## config.mk

```make
export PLATFORM = sky130hd
export DESIGN_NAME = xband_comma_align
export DESIGN_NICKNAME = d
export VERILOG_FILES = /design/src/rtl/xband_comma_align.sv
export SDC_FILE = /design/constraint.sdc
export NUM_CORES = 1
export LEC_CHECK = 0
export CAP_MARGIN = 30
export CORE_ASPECT_RATIO = 1.75
export CORE_MARGIN = 4
export CORE_UTILIZATION = 40
export CTS_CLUSTER_SIZE = 28
export DETAILED_ROUTE_END_ITERATION = 8
export HOLD_SLACK_MARGIN = 0.12
export MAX_ROUTING_LAYER = met4
export PLACE_DENSITY_LB_ADDON = 0.12
export SLEW_MARGIN = 20
export SYNTH_ARGS = -nofsm -noshare
export SYNTH_HDL_FRONTEND = slang
export SYNTH_SLANG_ARGS = --single-unit
```

## constraint.sdc

```tcl
create_clock -name clk_10M -period 3.4 [get_ports clk_10M]
set_input_delay 0.68 -clock clk_10M [delete_from_list [all_inputs] [get_ports clk_10M]]
set_output_delay 0.68 -clock clk_10M [all_outputs]
set_load 0.005 [all_outputs]
```

## src/rtl/xband_comma_align.sv

```systemverilog
// Xband RX word aligner: hunts for K28.5 in a 20-bit sliding window, locks onto its bit offset
// and feeds aligned code groups to the 8b/10b decoder. Define XBAND_ALIGN_STATS_EN for statistics counters.
module xband_comma_align #(
   parameter int         LOCK_CNT   = 4,
   parameter int         UNLOCK_CNT = 3,
   parameter logic [9:0] COMMA_P    = 10'b0011111010,
   parameter logic [9:0] COMMA_N    = 10'b1100000101
) (
   input  logic        clk_10M,
   input  logic        xband_rst,
   input  logic [9:0]  raw_in,
   input  logic        raw_in_val,
   output logic [9:0]  data_in_10bit,
   output logic        data_in_val,
   output logic        locked,
   output logic [3:0]  align_offset,
   output logic        comma_det,
   output logic [15:0] lock_loss_cnt
);
   localparam logic [3:0] LOCK_TGT   = 4'(LOCK_CNT);
   localparam logic [3:0] UNLOCK_TGT = 4'(UNLOCK_CNT);

   typedef enum logic [1:0] {ST_HUNT = 2'd0, ST_VERIFY = 2'd1, ST_LOCKED = 2'd2} state_t;

   state_t      state_q, state_d;
   logic [9:0]  prev_q, prev_d;
   logic [3:0]  offset_q, offset_d;
   logic [3:0]  match_q, match_d;
   logic [3:0]  miss_q, miss_d;
   logic [9:0]  data_q, data_d;
   logic        val_q, val_d;
   logic        cdet_q, cdet_d;

   // Highest candidate (k = 9) ends at bit 18, so raw_in[9] only matters one word later via prev.
   logic [18:0] win;
   logic [9:0]  cand_hit;
   logic [3:0]  first_k;
   logic        any_hit;
   logic        at_off;
   logic [9:0]  sel_word;

   assign win    = {raw_in[8:0], prev_q};
   assign prev_d = raw_in_val ? raw_in : prev_q;

   generate
      for (genvar gi = 0; gi < 10; gi++) begin : g_cand
         assign cand_hit[gi] = (win[gi +: 10] == COMMA_P) || (win[gi +: 10] == COMMA_N);
      end
   endgenerate

   always_comb begin
      first_k = 4'd0;
      for (int k = 9; k >= 0; k--) begin
         if (cand_hit[k]) first_k = 4'(k);
      end
   end

   assign any_hit = |cand_hit;
   assign at_off  = cand_hit[offset_q];

   always_comb begin
      sel_word = win[9:0];
      for (int k = 1; k < 10; k++) begin
         if (offset_q == 4'(k)) sel_word = win[k +: 10];
      end
   end

   always_ff @(posedge clk_10M or posedge xband_rst) begin
      if (xband_rst) begin
         state_q  <= ST_HUNT;
         prev_q   <= '0;
         offset_q <= '0;
         match_q  <= '0;
         miss_q   <= '0;
         data_q   <= '0;
         val_q    <= 1'b0;
         cdet_q   <= 1'b0;
      end else begin
         state_q  <= state_d;
         prev_q   <= prev_d;
         offset_q <= offset_d;
         match_q  <= match_d;
         miss_q   <= miss_d;
         data_q   <= data_d;
         val_q    <= val_d;
         cdet_q   <= cdet_d;
      end
   end

   // A comma at the tracked offset wins over a lower-offset one in the same window.
   always_comb begin
      state_d  = state_q;
      offset_d = offset_q;
      match_d  = match_q;
      miss_d   = miss_q;
      if (raw_in_val) begin
         case (state_q)
            ST_HUNT: begin
               if (any_hit) begin
                  offset_d = first_k;
                  match_d  = 4'd1;
                  if (LOCK_TGT == 4'd1) begin
                     state_d = ST_LOCKED;
                     miss_d  = 4'd0;
                  end else begin
                     state_d = ST_VERIFY;
                  end
               end
            end
            ST_VERIFY: begin
               if (at_off) begin
                  match_d = match_q + 4'd1;
                  if (match_d == LOCK_TGT) begin
                     state_d = ST_LOCKED;
                     miss_d  = 4'd0;
                  end
               end else if (any_hit) begin
                  offset_d = first_k;
                  match_d  = 4'd1;
               end
            end
            ST_LOCKED: begin
               if (at_off) begin
                  miss_d = 4'd0;
               end else if (any_hit) begin
                  miss_d = miss_q + 4'd1;
                  if (miss_d == UNLOCK_TGT) begin
                     state_d = ST_HUNT;
                     match_d = 4'd0;
                     miss_d  = 4'd0;
                  end
               end
            end
            default: state_d = ST_HUNT;
         endcase
      end
   end

   // Valid follows the post-update state: the lock-completing word is valid, the unlocking one is not.
   always_comb begin
      data_d = raw_in_val ? sel_word : data_q;
      val_d  = raw_in_val && (state_d == ST_LOCKED);
      cdet_d = raw_in_val && (state_q == ST_LOCKED) && at_off;
   end

   assign data_in_10bit = data_q;
   assign data_in_val   = val_q;
   assign locked        = (state_q == ST_LOCKED);
   assign align_offset  = offset_q;
   assign comma_det     = cdet_q;

`ifdef XBAND_ALIGN_STATS_EN
   logic [15:0] loss_q, loss_d;
   logic [15:0] comma_cnt_q, comma_cnt_d;

   always_comb begin
      loss_d      = loss_q;
      comma_cnt_d = comma_cnt_q;
      if ((state_q == ST_LOCKED) && (state_d == ST_HUNT) && (loss_q != 16'hFFFF))
         loss_d = loss_q + 16'd1;
      if (cdet_d && (comma_cnt_q != 16'hFFFF))
         comma_cnt_d = comma_cnt_q + 16'd1;
   end

   always_ff @(posedge clk_10M or posedge xband_rst) begin
      if (xband_rst) begin
         loss_q      <= '0;
         comma_cnt_q <= '0;
      end else begin
         loss_q      <= loss_d;
         comma_cnt_q <= comma_cnt_d;
      end
   end

   assign lock_loss_cnt = loss_q;
`else
   assign lock_loss_cnt = 16'h0000;
`endif

endmodule
```

==> results.py <==
metrics = {
    "route": {
        "wl_per_cell_um": 18.6,
        "routed-via-count": 3740,
        "routed_wirelength_um": 11500,
        "avgViaCountPerCell": 6.04,
        "detailedRoute.firstIterationViolations": 169,
        "drt.antenna.violating_nets": 0,
        "drt_pass1_iterations": 4,
        "drc": 0,
    },
    "layout": {
        "instances_no_fill": 619,
        "regArea_um2": 901,
        "antenna_cells_inserted": 0,
        "final_core_util_pct": 50.6,
        "fillers": 883,
        "design.final.nets": 522,
        "area_growth_pct": 21.6,
        "post_route_cells_drive_above_1_share_pct": 20.3,
        "multi_input_comb_area_um2": 2510,
    },
    "setup_path": {
        "crit_required_ns": 3.57,
        "critical-path-top-delay-family": "simple AND/OR/NAND/NOR gates",
        "worst-path-buf-inv": 3,
        "critical_path_cell_with_the_highest_stage_delay": "or4_1",
        "criticalPathCategory": "input port to flip-flop",
        "worst-endpoint-arrival_ns": 3.46,
        "setup.worst_path.end_class": "flip-flop",
        "setup.worst_path.start_class": "input port",
        "crit_path_cells": "clkdlybuf4s50_1, or4_1, or4_1, a21boi_1, a211oi_2, and2_4, buf_4, o21ai_0, buf_4, nor3_1, mux2_4",
        "crit_path_max_incr_delay_ns": 0.53,
        "cp_max_fo": 4,
    },
    "floorplanning": {
        "floorplan.initialDensity_pct": 41.6,
        "number_of_core_rows": 45,
        "core_area_um2": 8780,
        "die_height_um": 134,
        "dieArea_um2": 10800,
        "die_w_um": 80.3,
        "pin_count": 46,
    },
    "synth": {
        "post_synth_main_area_contributors": "dfrtp_1 (25%), mux2_2 (6.2%), nand2_1 (4.9%)",
        "synthDominantAreaCellType": "dfrtp_1",
        "ys_ff_latch": 36,
        "post_synth_inst_count": 456,
        "cell_area_after_synthesis_um2": 3660,
        "number_of_different_library_cells_in_the_post_synthesis_netlist": 75,
        "synth_ff_type": "dfrtp_1",
        "ys.warnings.count": 0,
        "synth-async-reset-ratio_pct": 100,
        "synth_edf_count": 0,
        "post_synth.cell_area_avg_um2": 8.02,
        "synth_top_cell_area_share_pct": 24.6,
        "synth-seq-area-share_pct": 24.6,
    },
    "global_route": {
        "maximum_number_of_pins_on_one_net_before_global_route_repair": 37,
        "globalRouteTotalUtil_pct": 22.8,
        "grt_pass1_vias": 3787,
        "grt.overflow.total": 0,
        "global_route_wire_length_before_repair_um": 19000,
        "number_of_antenna_violations_at_the_first_check_in_global_routing": 0,
    },
    "place": {
        "gpl.final_weighted_congestion": 1.02,
        "place.detailed.hpwl_um": 8940,
        "placement.io_buffers": 29,
        "numPlacedInstances": 611,
    },
    "timing": {
        "post-route-period-util_pct": 96.6,
        "fin_tns_setup_ns": 0,
        "hold_ws_ns": 0.480,
        "maxClockFrequency_mhz": 304,
        "worstMarginPinSlew_ns": 0.704,
        "headroom_to_the_max_slew_limit_pct": 52.9,
        "clock_skew_ns": 0.00516,
        "finalWorstPathRequiredPeriod_ns": 3.29,
        "finalHoldViolCount": 0,
        "timing.final.setup_violations": 0,
        "report.final.slew_viol_count": 0,
    },
    "clock_tree": {
        "post-cts-setup-buffers": 0,
        "root_buffer": "clkbuf_16",
        "tritoncts": "built",
        "cts_buffer_depth": 2,
        "clk_latency_ns": 0.29,
        "cts_hold_buffers": 0,
        "cts.reportedPaths.clkPinSlew_ns": 0.06,
        "tritoncts_num_sinks": 36,
        "cts_htree_levels": 2,
        "post_cts_resize_count": 0,
        "cts_buf_count": 5,
    },
    "power_and_ir_drop": {
        "vdd_drop_max_v": 0.000332,
        "total_power_of_the_final_layout_uw": 2050,
        "power_leakage_uw": 0.00172,
        "power_density_nw_per_um2": 460,
    },
    "job": {
        "max-cap-violations": 0,
    },
    "worst_hold_path": {
        "hold_class": "flip-flop to flip-flop",
    },
    "status": {
        "status": "finished clean",
    },
}
==> layout make-up <==
class	instances	share of cell area (%)
clock buffers	7	3.21
flip-flops and latches	36	20.3
repair buffers	79	15.2
clock inverters	1	0.169
inverters	16	1.35
multi-input cells	363	56.5
well taps	117	3.29
==> layout by cell type, fill, tap and decap left out, drive strengths merged, types with 5 or more instances in the layout <==
master / instances
nand4: 8
a221oi: 11
a21oi: 28
nor3: 11
inv: 16
and2: 5
o31ai: 5
nor4: 8
dfrtp: 36
mux2i: 10
conb: 16
clkbuf: 7
nor2b: 6
nand2b: 8
a211oi: 12
ha: 8
nand3b: 5
or4: 6
nor2: 21
o21a: 13
mux2: 21
nand3: 8
o22ai: 13
buf: 50
o211ai: 13
o21ai: 10
clkdlybuf4s50: 28
or2: 5
nand2: 48
==> metrics by stage <==
stage	worst slack, ns	cell area, um^2
final	0.115	4450
after global placement	-0.159	4270
after floorplan	0.405	3710
after CTS	0.104	4420
after detailed placement	-0.184	4270
after global routing	-0.00295	4450
==> cell families after synthesis <==
logic type / synth area share [%]
and+or+nand+nor: 26.1
AOI/OAI and AO/OA: 27.1
buffers and inverters: 9.10
DFF: 24.6
muxes: 9.31
adders and majority gates: 2.74
xor gates and xnor gates: 0.958
other: 0.103
==> worst paths after layout <==
path	slack, ns	end	start	cells after the start
max	0.11	miss_q[0]	raw_in[4]	11
min	0.48	data_in_10bit[6]	data_in_10bit[6]	1
max reg2reg	0.47	miss_q[0]	prev_q[5]	10
min reg2reg	0.48	data_in_10bit[6]	data_in_10bit[6]	1
max in group asynchronous	2.26	prev_q[0]	xband_rst	3
min in group asynchronous	0.81	prev_q[5]	xband_rst	3
==> metal layers <==
metal	part of all wire, %	up-vias	global-route usage, %
met2	55	124	41.3
met3	3.4	37	2.87
met1	37	1789	23.2
met5	0	-	-
met4	4.5	0	12.4
li1	-	1790	-
==> synth_stat cells (6+ instances only) <==
| master | n |
|---|---|
| o21a_1 | 12 |
| o211ai_1 | 12 |
| ha_1 | 8 |
| a211oi_1 | 10 |
| nor2_1 | 21 |
| mux2i_1 | 10 |
| nand2_1 | 48 |
| o22ai_1 | 13 |
| a221oi_1 | 11 |
| nor2b_1 | 6 |
| buf_4 | 16 |
| nand2b_1 | 8 |
| inv_1 | 16 |
| clkbuf_1 | 36 |
| mux2_2 | 20 |
| nor4_1 | 8 |
| a21oi_1 | 28 |
| nand4_1 | 8 |
| dfrtp_1 | 36 |
| o21ai_0 | 10 |
| nand3_1 | 7 |
| nor3_1 | 11 |
==> where the power goes <==
part | switching [uW] | leakage, uW | total, uW | internal, uW
clock | 184 | 0.0000701 | 476 | 292
combinational | 462 | 0.00122 | 909 | 447
sequential | 131 | 0.000432 | 660 | 529
==> state kept, by name (all words and copies together), names as in the netlist <==
name and cells:
match_q 4, data_in_10bit 10, state_q 2, data_in_val 1, prev_q 10, comma_det 1, miss_q 4, align_offset 4
No activity file was read; power rests on OpenSTA's default activity.
